--- config.mk ---
export PLATFORM = sky130hd
export DESIGN_NAME = count_pulse_conditioner
export DESIGN_NICKNAME = d
export VERILOG_FILES = /design/src/rtl/count_pulse_conditioner.sv
export SDC_FILE = /design/constraint.sdc
export NUM_CORES = 1
export LEC_CHECK = 0
export CAP_MARGIN = 10
export CORE_MARGIN = 8
export CORE_UTILIZATION = 51
export DETAILED_ROUTE_END_ITERATION = 10
export PLACE_DENSITY = 0.75
export SYNTH_ARGS = -nofsm -noshare
export SYNTH_HDL_FRONTEND = slang
export SYNTH_SLANG_ARGS = --single-unit
--- constraint.sdc ---
create_clock -name Clock -period 2.03 [get_ports Clock]
set_input_delay 0.203 -clock Clock [delete_from_list [all_inputs] [get_ports Clock]]
set_output_delay 0.203 -clock Clock [all_outputs]
set_load 0.01 [all_outputs]
--- src/rtl/count_pulse_conditioner.sv ---
// Key press conditioner: synchronise, debounce, queue presses and
// emit fixed-width clean Count pulses for a downstream ripple counter.
module count_pulse_conditioner #(
  parameter int DEBOUNCE_CYCLES = 4,
  parameter int PULSE_HIGH      = 2,
  parameter int PULSE_LOW       = 2,
  parameter int PEND_MAX        = 3
) (
  input  logic       Clock,
  input  logic       Reset,
  input  logic       Key,
  input  logic       Enable,
  output logic       Count,
  output logic       Busy,
  output logic [1:0] Pending,
  output logic       Overflow
);

  localparam int DW = $clog2(DEBOUNCE_CYCLES + 1);
  localparam int TMAX =
    (PULSE_HIGH > PULSE_LOW) ? PULSE_HIGH : PULSE_LOW;
  localparam int TW = $clog2(TMAX + 1);

  typedef enum logic [1:0] {
    IDLE = 2'd0,
    HIGH = 2'd1,
    LOW  = 2'd2
  } state_t;

  logic          s1;
  logic          s2;
  logic          key_d;
  logic          key_q;
  logic [DW-1:0] db_cnt;

  state_t        state;
  state_t        state_n;
  logic [TW-1:0] tmr;
  logic [TW-1:0] tmr_n;
  logic          start;
  logic          ev;
  logic          accept;
  logic          drop;
  logic [1:0]    pend_n;

  always_ff @(posedge Clock) begin
    if (Reset) begin
      s1     <= 1'b0;
      s2     <= 1'b0;
      key_d  <= 1'b0;
      key_q  <= 1'b0;
      db_cnt <= '0;
    end else begin
      s1    <= Key;
      s2    <= s1;
      key_q <= key_d;
      if (s2 != key_d) begin
        if (db_cnt == DW'(DEBOUNCE_CYCLES - 1)) begin
          key_d  <= s2;
          db_cnt <= '0;
        end else begin
          db_cnt <= db_cnt + DW'(1);
        end
      end else begin
        db_cnt <= '0;
      end
    end
  end

  // Only a rising debounced level with Enable high becomes an event
  assign ev     = key_d & ~key_q & Enable;
  assign accept = ev & ((Pending < 2'(PEND_MAX)) | start);
  assign drop   = ev & ~accept;
  assign pend_n = Pending + {1'b0, accept} - {1'b0, start};

  always_comb begin
    state_n = state;
    tmr_n   = tmr;
    start   = 1'b0;
    unique case (state)
      IDLE: begin
        if (Pending != 2'd0) begin
          state_n = HIGH;
          tmr_n   = '0;
          start   = 1'b1;
        end
      end
      HIGH: begin
        if (tmr == TW'(PULSE_HIGH - 1)) begin
          state_n = LOW;
          tmr_n   = '0;
        end else begin
          tmr_n = tmr + TW'(1);
        end
      end
      LOW: begin
        if (tmr == TW'(PULSE_LOW - 1)) begin
          tmr_n = '0;
          if (Pending != 2'd0) begin
            state_n = HIGH;
            start   = 1'b1;
          end else begin
            state_n = IDLE;
          end
        end else begin
          tmr_n = tmr + TW'(1);
        end
      end
      default: begin
        state_n = IDLE;
        tmr_n   = '0;
      end
    endcase
  end

  always_ff @(posedge Clock) begin
    if (Reset) begin
      state    <= IDLE;
      tmr      <= '0;
      Count    <= 1'b0;
      Pending  <= 2'd0;
      Overflow <= 1'b0;
    end else begin
      state   <= state_n;
      tmr     <= tmr_n;
      Count   <= (state_n == HIGH);
      Pending <= pend_n;
      if (drop) begin
        Overflow <= 1'b1;
      end
    end
  end

  assign Busy = (state != IDLE) | (Pending != 2'd0);

endmodule
Word-level counts from Yosys, hierarchy flattened
Index checks and enable logic that the tools add are counted.
Word-level totals
  flip-flop bits (word level): 15
  output and inout port bits: 5
  word-level logic and storage cells: 48
Operators by class
  add/subtract/negate cells: 4
  order comparisons: 1
  eq/ne operators: 7
  muxes and demuxes: 11
  bitwise logic cells: 9
  reductions and logical operators: 6
Operators with widths (count)
  two-way mux 2 bit: 5
  equality test 2 x 1 -> 1 bit, second input constant: 3
  case mux 2 bit (3 select lines): 1
  bitwise AND 1 bit: 4
  case mux 2 bit (2 select lines): 1
  nonzero test 2 bit: 2
  adder 3 x 1 -> 3 bit, second input constant: 1
  equality test 3 x 2 -> 1 bit, second input constant: 1
  two-way mux 1 bit: 3
  NOT 1 bit: 3
  OR reduction 3 bit: 1
  adder 2 x 1 -> 2 bit: 1
  adder 2 x 1 -> 2 bit, second input constant: 1
  equality test 2 bit, second input constant: 1
  zero test 2 bit: 1
  < comparator 2 bit, second input constant: 1
  != test 2 bit, second input constant: 1
  OR 1 bit: 2
  case mux 1 bit (2 select lines): 1
  AND reduction 2 bit: 1
  OR reduction 2 bit: 1
  subtractor 2 x 1 -> 2 bit: 1
  != test 1 bit: 1

Longest topological paths before layout
  word-level depth: 8
  gate-level depth with buffers: 11

Least setup slack after synthesis
OpenSTA, ideal clock, no wires.
  path type: reg2reg
  start: register state[0]
  end: register Pending[1]
  library setup time: 129 ps
  arrival: 1704 ps
  data required time: 1901 ps
  path slack: 197 ps
  cell stages (with the launch flop): 12
  path buffers: 0
  clock period less this slack: 1833 ps
  cell sequence: dfxtp_1 -> inv_1 -> ha_1 -> a21oi_1 -> nand3_1 -> nand2_1 -> ha_1 -> inv_1 -> ha_1 -> xor2_1 -> xnor2_1 -> nor2_1
On the way
  longest elaborated chain between the ends: 6
  elaborated cells between the ends (all ways): 7
  classes of those cells: add/sub (2); eq/ne (1); mux (1); bitwise (2); reduce/logical (1)
Ends and longest elaborated chain
  start: declaration: line 36  | state_t state;
  start signal: assignment: line 124  | state <= state_n;
  equality test 2 bit / zero test 2 bit (equally long branches): line 80  | unique case (state)
  case mux 1 bit (2 select lines) *: line 80
  OR 1 bit: line 72  | assign accept = ev & ((Pending < 2'(PEND_MAX)) | start);
  bitwise AND 1 bit: line 72
  adder 2 x 1 -> 2 bit: line 74  | assign pend_n = Pending + {1'b0, accept} - {1'b0, start};
  subtractor 2 x 1 -> 2 bit *: line 74
  end signal: assignment: line 127  | Pending <= pend_n;
  end: declaration: line 15  | output logic [1:0] Pending,
Mark *: on every way between the ends. The rest lies on a longest branch, timed or not.
A chain may end at the register's enable or synchronous reset.

Worst setup path in the final report
  start: register state[1]
  end: output Busy
On the way
  longest elaborated chain between the ends: 2
Ends and longest elaborated chain
  nonzero test 2 bit: line 134  | assign Busy = (state != IDLE) | (Pending != 2'd0);
  OR 1 bit: line 134
  end: declaration: line 14  | output logic Busy,
Every way passes these cells.

==> flow_summary.yaml <==
floorplan:
  placementRows: 13
  die_y_um: 52.6
  die_x_um: 52.6
  initial_utilization: 0.533
  core-area_um2: 1280
  die_area_um2: 2770
  pin_count: 9
placement:
  place_congestion: 0.744
  placed_area_um2: 795
  dpl.hpwl_um: 902
  portBuffers: 8
route:
  vias: 507
  drt_wl_total_mm: 1.17
  drc: 0
  vias_per_cell: 5.12
  ant_nets: 0
  drt_pass1_iterations: 3
  drt_iter0_drc: 2
  wire_per_inst_um: 11.8
cts:
  cts_sinks: 15
  htreeDepth: 1
  clock-root-buffer: "clkbuf_4"
  clk_latency_ns: 0.29
  cts_inserted_buffers: 3
  clock_path_buffers: 2
  path_clk_slew_ns: 0.08
  tritoncts: "done"
critical_path:
  r2r_slack_ns: 0.15
  critPathLaunchType: "flop"
  r2r-start: "state[1]"
  arrival_ns: 1.75
  cp_max_fo: 4
  cp_cell_sequence: "inv_1, ha_2, nor3b_4, inv_1, clkdlybuf4s50_1"
  slowest_stage: "clkdlybuf4s50_1"
  path_common_cell: "inv_1"
  cp-end-kind: "primary output"
  cpPeakStageDelay_ns: 0.48
  ff2ff_path_depth: 11
  worstReg2RegEnd: "Pending[1]"
  crit_required_ns: 1.83
  critPathKind: "reg2out"
synth:
  ys_warn_count: 0
  synth-seq-cells: 15
  syn_area_um2: 684
  yosysUniqueCellTypes: 25
  synth_top_cell_area_share: 0.439
  synth_nets: 82
  synth-seq-area-share: 0.439
  synth_top_area_cell: "dfxtp_1"
  synth_edf_count: 0
  synthTopCellsByArea: "dfxtp_1, ha_1, nor2_1, nor2b_1, inv_1"
  synth.top_cells.by_count: "dfxtp_1, nor2_1, ha_1, inv_1, nor2b_1"
  synthCells: 70
  synth_most_common_cell: "dfxtp_1"
  post_synth.cell_area_avg_um2: 9.78
  ys.flop_type: "dfxtp_1"
  ys_async_sr_fraction: 0
power_and_ir_drop:
  p_leak_nw: 0.368
  pwr_density_cell_nw_per_um2: 1300
  irDropWorstVdd_mv: 0.704
  finalPower_w: 0.00110
timing:
  hold_violations: 0
  fin_crit_ns: 1.95
  rsz0062_at_grt: "true"
  setup_viol_count_final: 0
  slew_headroom: 0.795
  finalCritPeriodShare: 0.963
  slew_viol_final: 0
  fin_worst_skew_ns: 0.00952
  fmax_ghz: 0.512
  worst-slew-pin-transition_ns: 0.308
finish:
  nFillCells: 120
  n_antenna_cell: 0
  post-route-util: 0.660
  fin_nets: 97
  final_layout_size_suffix_gt1_frac: 0.179
  area_delta_synth_final_pct: 23.9
  finish.instance_area_um2: 848
global_route:
  overflow: 0
  grt_pass1_wl_mm: 1.96
  grtUsageTotal: 0.0926
  grt_max_degree: 13
  antenna_found_initial: 0
  grt_pass1_vias: 506
min_path:
  whs_path_depth: 1
  min_to: "db_cnt[0]"
  min_from: "db_cnt[0]"
  min_path_type: "reg2reg"
status:
  status: "finished clean"
run:
  drv_cap: 0
[worst max-delay path by stage]
| stage | to | start | cells past startpoint | slack [ns] |
|---|---|---|---|---|
| final | Busy | state[1] | 5 | 0.08 |
| after detailed placement | Pending[1] | state[1] | 11 | 0.1 |
| after floorplan | Pending[1] | state[0] | 11 | 0.20 |
| after CTS | Busy | state[1] | 5 | 0.02 |
| after global routing | Busy | state[1] | 5 | -0.02 |
| after global placement | Pending[1] | state[1] | 11 | 0.17 |
[per-layer routing]
| layer | global-route usage | wire length, um |
|---|---|---|
| met1 | 0.0965 | 505 |
| met5 | 0 | 0 |
| met3 | 0.0369 | 68 |
| met2 | 0.154 | 576 |
| met4 | 0.0517 | 19 |
[through the flow]
stage | hold WS (ns) | std cells | setup slack [ns] | setup TNS (ns)
after CTS | 0.428 | 98 | 0.0154 | 0
after global routing | 0.453 | 99 | -0.0179 | -0.0323
after global placement | 0.408 | 94 | 0.168 | 0
final | 0.423 | 99 | 0.0759 | 0
after floorplan | 0.275 | 70 | 0.197 | 0
after detailed placement | 0.417 | 94 | 0.0980 | 0
[cell families (layout without fill, tap and decap cells)]
kind of cell | Yosys count | after routing | synth area share
xor+xnor | 3 | 3 | 0.0384
flops | 15 | 15 | 0.439
fa+ha+maj | 8 | 8 | 0.146
compound gates | 9 | 9 | 0.0896
mux | 2 | 2 | 0.0293
simple gates | 25 | 25 | 0.214
buf+inv | 8 | 22 | 0.0439
[final cells by class]
type | count | area [um2] | share of cell area
clock buffer | 3 | 22.5 | 0.0265
clock inverter | 1 | 5.00 | 0.00590
tap | 15 | 18.8 | 0.0221
inverter | 7 | 26.3 | 0.0310
multi-input combinational | 47 | 373 | 0.440
sequential | 15 | 300 | 0.354
timing repair buffer | 11 | 103 | 0.121
[cells in the final DEF (no fill, tap or decap)]
| cell type | instances |
|---|---|
| a21oi_1 | 1 |
| a21oi_2 | 3 |
| a41oi_1 | 1 |
| and2b_1 | 1 |
| and3b_1 | 1 |
| buf_4 | 3 |
| clkbuf_4 | 3 |
| clkdlybuf4s50_1 | 8 |
| clkinv_2 | 1 |
| dfxtp_1 | 15 |
| ha_1 | 7 |
| ha_2 | 1 |
| inv_1 | 7 |
| mux2i_1 | 2 |
| nand2_1 | 1 |
| nand2b_1 | 1 |
| nand3_1 | 1 |
| nor2_1 | 9 |
| nor2b_1 | 5 |
| nor3_1 | 1 |
| nor3b_1 | 1 |
| nor3b_2 | 1 |
| nor3b_4 | 1 |
| nor4_1 | 1 |
| o21ai_1 | 2 |
| o21ai_2 | 1 |
| o22ai_2 | 1 |
| or3_1 | 1 |
| xnor2_1 | 2 |
| xor2_1 | 1 |
[report_power, final]
part           switching [W]  internal, W
Combinational       0.000245     0.000293
Clock              0.0000947    0.0000732
Sequential         0.0000545     0.000340
Total               0.000395     0.000706
[worst max-delay path: cells and delay by family, from the launching register on]
| family | cells | cell delay [ns] |
|---|---|---|
| fa+ha+maj | 1 | 0.24 |
| buf+inv | 3 | 0.67 |
| simple gates | 1 | 0.23 |
| flops | 1 | 0.35 |
[registers in the layout, summed over array words and instances, names as in the netlist]
name	cells
db_cnt	3
tmr	2
s2	1
key_d	1
s1	1
state	2
key_q	1
Count	1
Pending	2
Overflow	1
[what timing repair did]
item | 4_1_cts | 5_1_grt
resized for setup | 1 | 3
endpoints found under the setup margin | 1 | 2
hold buffers | 0 | 0
buffers inserted | 0 | 1
gates cloned | 0 | 0
No activity file was read; power rests on OpenSTA's default activity.
